==> src/rtl/cpu_run_pkg.sv <==
// Shared constants for the cpu run controller: FSM encoding, halt codes, SYSTEM opcodes.
package cpu_run_pkg;

  typedef logic [1:0] state_t;

  localparam state_t IDLE     = 2'd0;
  localparam state_t RST_HOLD = 2'd1;
  localparam state_t RUN      = 2'd2;
  localparam state_t DONE     = 2'd3;

  localparam logic [1:0] HALT_NONE   = 2'd0;
  localparam logic [1:0] HALT_ECALL  = 2'd1;
  localparam logic [1:0] HALT_EBREAK = 2'd2;
  localparam logic [1:0] HALT_LOOP   = 2'd3;

  localparam logic [31:0] INSTR_ECALL  = 32'h0000_0073;
  localparam logic [31:0] INSTR_EBREAK = 32'h0010_0073;

endpackage

==> src/rtl/sat_counter.sv <==
// Saturating up-counter with synchronous clear; sticks at all-ones instead of wrapping.
module sat_counter #(
  parameter int unsigned W = 16
) (
  input  logic         clk,
  input  logic         reset,
  input  logic         clr,
  input  logic         en,
  output logic [W-1:0] count
);

  logic [W-1:0] count_q;

  // Count register: clear wins over enable, hold at all-ones.
  always_ff @(posedge clk) begin
    if (reset || clr) begin
      count_q <= '0;
    end else if (en && (count_q != '1)) begin
      count_q <= count_q + W'(1);
    end
  end

  assign count = count_q;

endmodule

==> src/rtl/cpu_run_ctrl.sv <==
// Run controller beside the RV32 core: reset sequencing, cycle/retire counting,
// end-of-program detection (ECALL, EBREAK, PC self-loop) and timeout.
module cpu_run_ctrl
  import cpu_run_pkg::*;
#(
  parameter int unsigned XLEN        = 32,
  parameter int unsigned CNT_W       = 16,
  parameter int unsigned RST_CYCLES  = 1,
  parameter int unsigned MAX_CYCLES  = 24,
  parameter int unsigned LOOP_REPEAT = 2
) (
  input  logic             clk,
  input  logic             reset,
  input  logic             start,
  input  logic [XLEN-1:0]  pc_in,
  input  logic [31:0]      instr_in,
  input  logic             reg_we,
  output logic             cpu_reset,
  output logic             running,
  output logic             done,
  output logic             timeout,
  output logic [1:0]       halt_code,
  output logic [CNT_W-1:0] cycle_count,
  output logic [CNT_W-1:0] retired_count,
  output logic [XLEN-1:0]  final_pc
);

  localparam int unsigned RST_W  = $clog2(RST_CYCLES + 1);
  localparam int unsigned LOOP_W = $clog2(LOOP_REPEAT + 1);

  state_t            state_q, state_d;
  logic [RST_W-1:0]  rst_cnt_q, rst_cnt_d;
  logic [LOOP_W-1:0] loop_cnt_q, loop_cnt_d, loop_next;
  logic [XLEN-1:0]   prev_pc_q, prev_pc_d;
  logic [XLEN-1:0]   final_pc_q, final_pc_d;
  logic [1:0]        halt_code_q, halt_code_d;
  logic              timeout_q, timeout_d;
  logic              cpu_reset_q, cpu_reset_d;
  logic              running_q, running_d;
  logic              done_q, done_d;
  logic              cnt_clr, cyc_en, ret_en;
  logic              pc_same, loop_hit, cyc_last;
  logic [CNT_W-1:0]  cycle_cnt_w, retired_cnt_w;

  // Halt/timeout conditions for the current RUN cycle.
  assign pc_same   = (pc_in == prev_pc_q);
  assign loop_next = loop_cnt_q + LOOP_W'(1);
  assign loop_hit  = pc_same && (loop_next == LOOP_W'(LOOP_REPEAT));
  assign cyc_last  = ({1'b0, cycle_cnt_w} + (CNT_W+1)'(1)) == (CNT_W+1)'(MAX_CYCLES);

  // Next-state and result logic.
  always_comb begin
    state_d     = state_q;
    rst_cnt_d   = rst_cnt_q;
    loop_cnt_d  = loop_cnt_q;
    prev_pc_d   = prev_pc_q;
    final_pc_d  = final_pc_q;
    halt_code_d = halt_code_q;
    timeout_d   = timeout_q;
    cnt_clr     = 1'b0;
    cyc_en      = 1'b0;
    ret_en      = 1'b0;

    case (state_q)
      IDLE, DONE: begin
        if (start) begin
          state_d     = RST_HOLD;
          rst_cnt_d   = RST_W'(RST_CYCLES);
          loop_cnt_d  = '0;
          prev_pc_d   = '0;
          final_pc_d  = '0;
          halt_code_d = HALT_NONE;
          timeout_d   = 1'b0;
          cnt_clr     = 1'b1;
        end
      end
      RST_HOLD: begin
        if (rst_cnt_q <= RST_W'(1)) begin
          state_d = RUN;
        end else begin
          rst_cnt_d = rst_cnt_q - RST_W'(1);
        end
      end
      RUN: begin
        cyc_en     = 1'b1;
        ret_en     = reg_we;
        prev_pc_d  = pc_in;
        loop_cnt_d = pc_same ? loop_next : '0;
        if (instr_in == INSTR_ECALL) begin
          state_d     = DONE;
          halt_code_d = HALT_ECALL;
          final_pc_d  = pc_in;
        end else if (instr_in == INSTR_EBREAK) begin
          state_d     = DONE;
          halt_code_d = HALT_EBREAK;
          final_pc_d  = pc_in;
        end else if (loop_hit) begin
          state_d     = DONE;
          halt_code_d = HALT_LOOP;
          final_pc_d  = pc_in;
        end else if (cyc_last) begin
          state_d     = DONE;
          halt_code_d = HALT_NONE;
          timeout_d   = 1'b1;
          final_pc_d  = pc_in;
        end
      end
      default: state_d = IDLE;
    endcase

    cpu_reset_d = (state_d != RUN);
    running_d   = (state_d == RUN);
    done_d      = (state_d == DONE);
  end

  // State and registered outputs.
  always_ff @(posedge clk) begin
    if (reset) begin
      state_q     <= IDLE;
      rst_cnt_q   <= '0;
      loop_cnt_q  <= '0;
      prev_pc_q   <= '0;
      final_pc_q  <= '0;
      halt_code_q <= HALT_NONE;
      timeout_q   <= 1'b0;
      cpu_reset_q <= 1'b1;
      running_q   <= 1'b0;
      done_q      <= 1'b0;
    end else begin
      state_q     <= state_d;
      rst_cnt_q   <= rst_cnt_d;
      loop_cnt_q  <= loop_cnt_d;
      prev_pc_q   <= prev_pc_d;
      final_pc_q  <= final_pc_d;
      halt_code_q <= halt_code_d;
      timeout_q   <= timeout_d;
      cpu_reset_q <= cpu_reset_d;
      running_q   <= running_d;
      done_q      <= done_d;
    end
  end

  sat_counter #(.W(CNT_W)) u_cycle_cnt (
    .clk   (clk),
    .reset (reset),
    .clr   (cnt_clr),
    .en    (cyc_en),
    .count (cycle_cnt_w)
  );

  sat_counter #(.W(CNT_W)) u_retired_cnt (
    .clk   (clk),
    .reset (reset),
    .clr   (cnt_clr),
    .en    (ret_en),
    .count (retired_cnt_w)
  );

  assign cpu_reset     = cpu_reset_q;
  assign running       = running_q;
  assign done          = done_q;
  assign timeout       = timeout_q;
  assign halt_code     = halt_code_q;
  assign cycle_count   = cycle_cnt_w;
  assign retired_count = retired_cnt_w;
  assign final_pc      = final_pc_q;

endmodule

==> config.mk <==
export PLATFORM = sky130hd
export DESIGN_NAME = cpu_run_ctrl
export DESIGN_NICKNAME = d
export VERILOG_FILES = /design/src/rtl/cpu_run_pkg.sv /design/src/rtl/sat_counter.sv /design/src/rtl/cpu_run_ctrl.sv
export SDC_FILE = /design/constraint.sdc
export NUM_CORES = 1
export LEC_CHECK = 0
export CAP_MARGIN = 20
export CORE_MARGIN = 4
export CORE_UTILIZATION = 35
export DETAILED_ROUTE_END_ITERATION = 12
export SLEW_MARGIN = 20
export SYNTH_ARGS = -nofsm -noshare
export SYNTH_HDL_FRONTEND = slang
export SYNTH_SLANG_ARGS = --single-unit
==> constraint.sdc <==
create_clock -name clk -period 2.03 [get_ports clk]
set_input_delay 0.406 -clock clk [delete_from_list [all_inputs] [get_ports clk]]
set_output_delay 0.406 -clock clk [all_outputs]
set_load 0.02 [all_outputs]
== Word level (Yosys, flattened, before mapping) ==
Index checks and enable logic that the tools add are counted.

* Equality and inequality tests: 20
* Add/sub/neg operators: 5
* Divide/modulo/power cells: 0
* Order comparisons: 1
* Reductions and logical operators: 12
* Shift operators: 0
* Muxes and demuxes: 35
* $mul: 0
* Bitwise logic cells: 0

{| class="wikitable"
|+ Operators by type and width
! kind !! count
|-
| $mux W32 || 5
|-
| $pmux W32 S2 || 2
|-
| $add A16 B1 Y16 const B || 2
|-
| $eq A32 B21 Y1 const B || 1
|-
| $eq A32 B32 Y1 || 1
|-
| $eq A32 B7 Y1 const B || 1
|-
| $ne A16 B16 Y1 const B || 2
|-
| $mux W2 || 12
|-
| $add A16 B1 Y17 const B || 1
|-
| $eq A17 B5 Y1 const B || 1
|-
| $ne A2 B2 Y1 const B || 7
|-
| $mux W1 || 11
|-
| $eq A2 B2 Y1 const B || 5
|-
| $pmux W2 S2 || 2
|-
| $pmux W2 S3 || 1
|-
| $reduce_and A3 Y1 || 2
|-
| $reduce_and A6 Y1 || 1
|-
| $ne A5 B5 Y1 const B || 1
|-
| $pmux W1 S2 || 2
|-
| $reduce_bool A2 Y1 || 2
|-
| $logic_and A1 B1 Y1 || 3
|-
| $add A2 B1 Y2 const B || 1
|-
| $eq A2 B1 Y1 const B || 1
|-
| $logic_not A2 Y1 || 1
|-
| other kinds (5) || 5
|}

* Memory bits (writable): 0
* Output and inout bits: 70
* Bits in read-only memories: 0
* Logic and storage cells: 85
* Latch bits: 0
* Memories: 0
* Input bits: 68
* Register bits after elaboration: 107

== Depth between registers and ports, before layout ==
* Depth after elaboration: 8
* Depth in mapped cells: 9
* Gate-level depth less buffers: 8

== Hierarchy ==
A second synthesis with hierarchy kept.

* Cell total of the unflattened synthesis: 580
* Area, all modules: 5212.5 µm²

{| class="wikitable"
|+ By module, submodules not included
! module !! seq. area each (µm²) !! times used !! cells each !! area an instance (µm²)
|-
| cpu_run_ctrl || 1481.4 || 1 || 387 || 3503.4
|-
| sat_counter at u_retired_cnt || 320.3 || 1 || 98 || 862.1
|-
| sat_counter at u_cycle_cnt || 320.3 || 1 || 95 || 847.1
|}

== Worst setup path after synthesis ==
No wires, ideal clock.

* Path type: flip-flop to flip-flop
* From: reg u_cycle_cnt.count_q[2] (netlist: u_cycle_cnt.count[2])
* To: reg halt_code_q[0] (netlist: halt_code[0])
* Buffers on the path: 2
* Library setup time: 0.123 ns
* Clock period less this slack: 2.356 ns
* Data required time: 1.907 ns
* Arrival time: 2.232 ns
* Path slack: -0.326 ns
* Cell stages (with the launch flop): 9
* Cell sequence: dfxtp_1 -> buf_4 -> and3_1 -> buf_4 -> nand3b_1 -> a2111oi_4 -> nand3_2 -> a31oi_4 -> mux2_1

* Cells in the longest elaborated chain, start to end: 4

{| class="wikitable"
|+ RTL lines
! element !! RTL line !! source
|-
| start: declaration || sat_counter.sv:12 || <nowiki>logic [W-1:0] count_q;</nowiki>
|-
| start signal: assignment || sat_counter.sv:19 || <nowiki>count_q <= count_q + W'(1);</nowiki>
|-
| $add A16 B1 Y17 || cpu_run_ctrl.sv:49 || <nowiki>assign cyc_last = ({1'b0, cycle_cnt_w} + (CNT_W+1)'(1)) == (CNT_W+1)'(MAX_CYCLES);</nowiki>
|-
| $eq A17 B5 Y1 || cpu_run_ctrl.sv:49 ||
|-
| $ne A5 B5 Y1 (no source line) || -- ||
|-
| $reduce_and A3 Y1 (no source line) || -- ||
|-
| end signal: assignment || cpu_run_ctrl.sv:135 || <nowiki>halt_code_q <= halt_code_d;</nowiki>
|-
| end: declaration || cpu_run_ctrl.sv:36 || <nowiki>logic [1:0] halt_code_q, halt_code_d;</nowiki>
|}

No other way between the ends.
A chain may end at the register's enable or synchronous reset.

== Worst setup path in the final report ==
* From: reg u_cycle_cnt.count_q[14] (netlist: u_cycle_cnt.count[14])
* To: reg halt_code_q[0] (netlist: halt_code[0])

The elaborated chain is that of the path after synthesis.

==> out/metrics.yaml <==
outcome:
  status: "complete, but fails checks"
  violations: "setup timing"
final_layout:
  n_antenna_cell: 0
  stdcell_count: 920
  layout_common_cells: "clkdlybuf4s50_1, dfxtp_1, buf_4"
  drive_gt1_frac: 0.1989
  syn_to_final_growth_pct: 55.23
  finalInstanceArea_um2: 7589
  multi_input_area_um2: 2801
  mostFrequentLayoutCell: "clkdlybuf4s50_1"
  nets: 812
  n_fill_cell: 1283
  seq_area_um2: 2133
timing:
  rsz0062_at_grt: "true"
  drv_slew: 0
  worstMarginPinSlew_ns: 0.3363
  final.period_utilization: 1.098
  fin_skew_ns: 0.009381
  fin_crit_ns: 2.230
  max_freq_mhz: 448.4
  setup_slack_ns: -0.1999
  setup_violations: 35
  final_hold_viol_count: 0
  maxSlewHeadroom: 0.7750
pwr:
  pwr-share-seq: 0.437
  switchingPower_uw: 1172
  p_leak_uw: 0.002819
  powerDensity_nw_per_um2: 632.1
  totalPowerFinal_uw: 4797
  p_int_uw: 3625
  pwr-share-clk: 0.429
  pwr-share-comb: 0.134
  irDropWorstVdd_uv: 515.4
  power_switching_share: 0.2443
setup_path:
  crit_required_ns: 2.27
  cp-start-kind: "register"
  arrival_ns: 2.47
  worstSetupEndpointType: "register"
  path_class: "reg -> reg"
  cp_max_fo: 3
grt:
  grt-ovfl-total: 0
  first_global_vias: 4717
  antenna_found_initial: 0
  grt_max_degree: 43
  track_usage: 0.1819
  grt_pass1_wl_um: 23630
cts:
  htree_levels: 3
  cts_root_buf: "clkbuf_16"
  clock_sinks: 106
  clock_path_buffers: 2
  clk-insertion-delay-late_ns: 0.36
  cts_made_buffers: 9
  cts_tree: "built"
  cts.clk_slew.worst_paths_ns: 0.07
worst_hold_path:
  hp-class: "reg -> reg"
run:
  cap_violations: 0
synthesis:
  synthArstFlopShare: 0
  yosysTopAreaCell: "dfxtp_1"
  synth_nets: 616
  ys_warn_count: 0
  ys_types: 54
  ys_ff_latch: 106
  syn-mean-instance-area_um2: 9.003
  synth_cells: 543
  synth_top_area_share: 0.4341
  synth_area_leaders: "dfxtp_1, xnor2_1, mux2i_1"
  synth_flop_cell: "dfxtp_1"
  synth_area_um2: 4888
  synth_edf_count: 0
  ys_seq_area_frac: 0.4341
place:
  io_buffers: 137
  dp.cells: 896
  hpwlAfterDp_um: 10810
  gp_congestion: 0.8617
  pre_cts_slack_ns: -0.7796
  placed_area_um2: 6982
floorplanning:
  die_h_um: 126.2
  initial_core_util: 0.3634
  core.rowCount: 42
  die_width_um: 126.2
  die_area_um2: 15920
  design.core.area_um2: 13450
  ioPinCount: 138
route:
  drtIter0Drc: 276
  wl_per_cell_um: 16.35
  num_vias: 4664
  finalWirelength_um: 15050
  drt-pass1-iter-count: 5
  ant_nets: 0
  via_per_inst: 5.070
  drc: 0
[power groups by stage]
| stage | combinational, uW | clock (uW) | sequential (uW) |
|---|---|---|---|
| detailed placement | 610 | 0 | 2140 |
| global placement | 604 | 0 | 2140 |
| global route | 682 | 2190 | 2100 |
| floorplan | 298 | 0 | 2150 |
| CTS | 647 | 2110 | 2100 |
| finish | 645 | 2060 | 2100 |
[per-layer routing]
metal,wire (um),track usage,share of wire,up-vias
li1,-,-,-,2308
met1,6312,0.2129,0.42,2230
met2,7839,0.3293,0.52,112
met3,717,0.04826,0.048,14
met4,176,0.04606,0.012,0
met5,0,0,0,-
[cell usage after synthesis, types with 2 or more instances]
cell / n
a211oi_1: 3
dfxtp_1: 106
o31ai_1: 2
clkbuf_1: 28
and3_1: 4
a21oi_1: 5
nand2_1: 48
xor2_1: 17
or3_1: 2
a22oi_1: 32
nor4_1: 7
nand3b_1: 2
o21ai_0: 4
and2_1: 4
mux2i_1: 33
xnor2_1: 43
nand4_1: 22
a31oi_1: 3
buf_4: 2
nor2_1: 70
and4_1: 3
buf_8: 3
ha_1: 5
nor3_1: 6
nor2b_1: 2
inv_1: 10
nor3b_1: 3
nor4bb_1: 2
nand3_1: 47
[final timing paths]
kind	start	slack, ns	to	cells after the start
max reg2reg	u_cycle_cnt.count[14]$_SDFFE_PP0P_	-0.20	halt_code[0]$_SDFFE_PP0P_	6
min reg2reg	final_pc[6]$_SDFFE_PP0P_	0.46	final_pc[6]$_SDFFE_PP0P_	2
min	final_pc[6]$_SDFFE_PP0P_	0.46	final_pc[6]$_SDFFE_PP0P_	2
max	u_cycle_cnt.count[14]$_SDFFE_PP0P_	-0.20	halt_code[0]$_SDFFE_PP0P_	6
[cell type report]
| class | instances | area share |
|---|---|---|
| Multi-Input combinational cell | 393 | 0.3692 |
| Sequential cell | 106 | 0.2811 |
| Timing Repair Buffer | 218 | 0.2692 |
| Clock buffer | 9 | 0.02968 |
| Tap cell | 176 | 0.02902 |
| Clock inverter | 7 | 0.01632 |
| Inverter | 11 | 0.005441 |
[what timing repair did]
action	in CTS	in global routing
hold buffers	0	0
endpoints found under the setup margin	46	49
cloned	1	1
pin swaps	12	16
resized for setup	54	18
buffers inserted	5	3
[state kept, by name, indices dropped and copies added, names as in the netlist]
register	cells
loop_cnt_q	2
u_cycle_cnt.count	16
prev_pc_q	32
timeout	1
cpu_reset	1
u_retired_cnt.count	16
done	1
running	1
halt_code	2
state_q	2
final_pc	32
[metrics by stage]
stage | hold slack (ns) | setup TNS [ns] | util
finish | 0.4576 | -5.274 | 0.5641
global route | 0.4845 | -8.177 | 0.5641
CTS | 0.4626 | -4.859 | 0.5575
detailed placement | 0.4503 | -29.62 | 0.5190
global placement | 0.4454 | -31.22 | 0.5190
floorplan | 0.4559 | -3.188 | -
[critical path, cell delays in order, from the launching register on]
cell and delay (ns):
dfxtp_4 0.34, or4_4 0.52, a2111oi_4 0.36, nand3_2 0.18, a31oi_4 0.26, buf_6 0.16
mux2_4 0.29
[kinds of logic (layout without fill, tap and decap cells)]
| group | after synthesis | in the layout | synth area share |
|---|---|---|---|
| simple gates | 228 | 228 | 0.2252 |
| fa+ha+maj | 5 | 5 | 0.01280 |
| xor+xnor | 60 | 60 | 0.1075 |
| flops | 106 | 106 | 0.4341 |
| mux | 34 | 34 | 0.06988 |
| compound gates | 65 | 66 | 0.1072 |
| buf+inv | 45 | 245 | 0.04325 |
(Power assumes the default switching activity.)
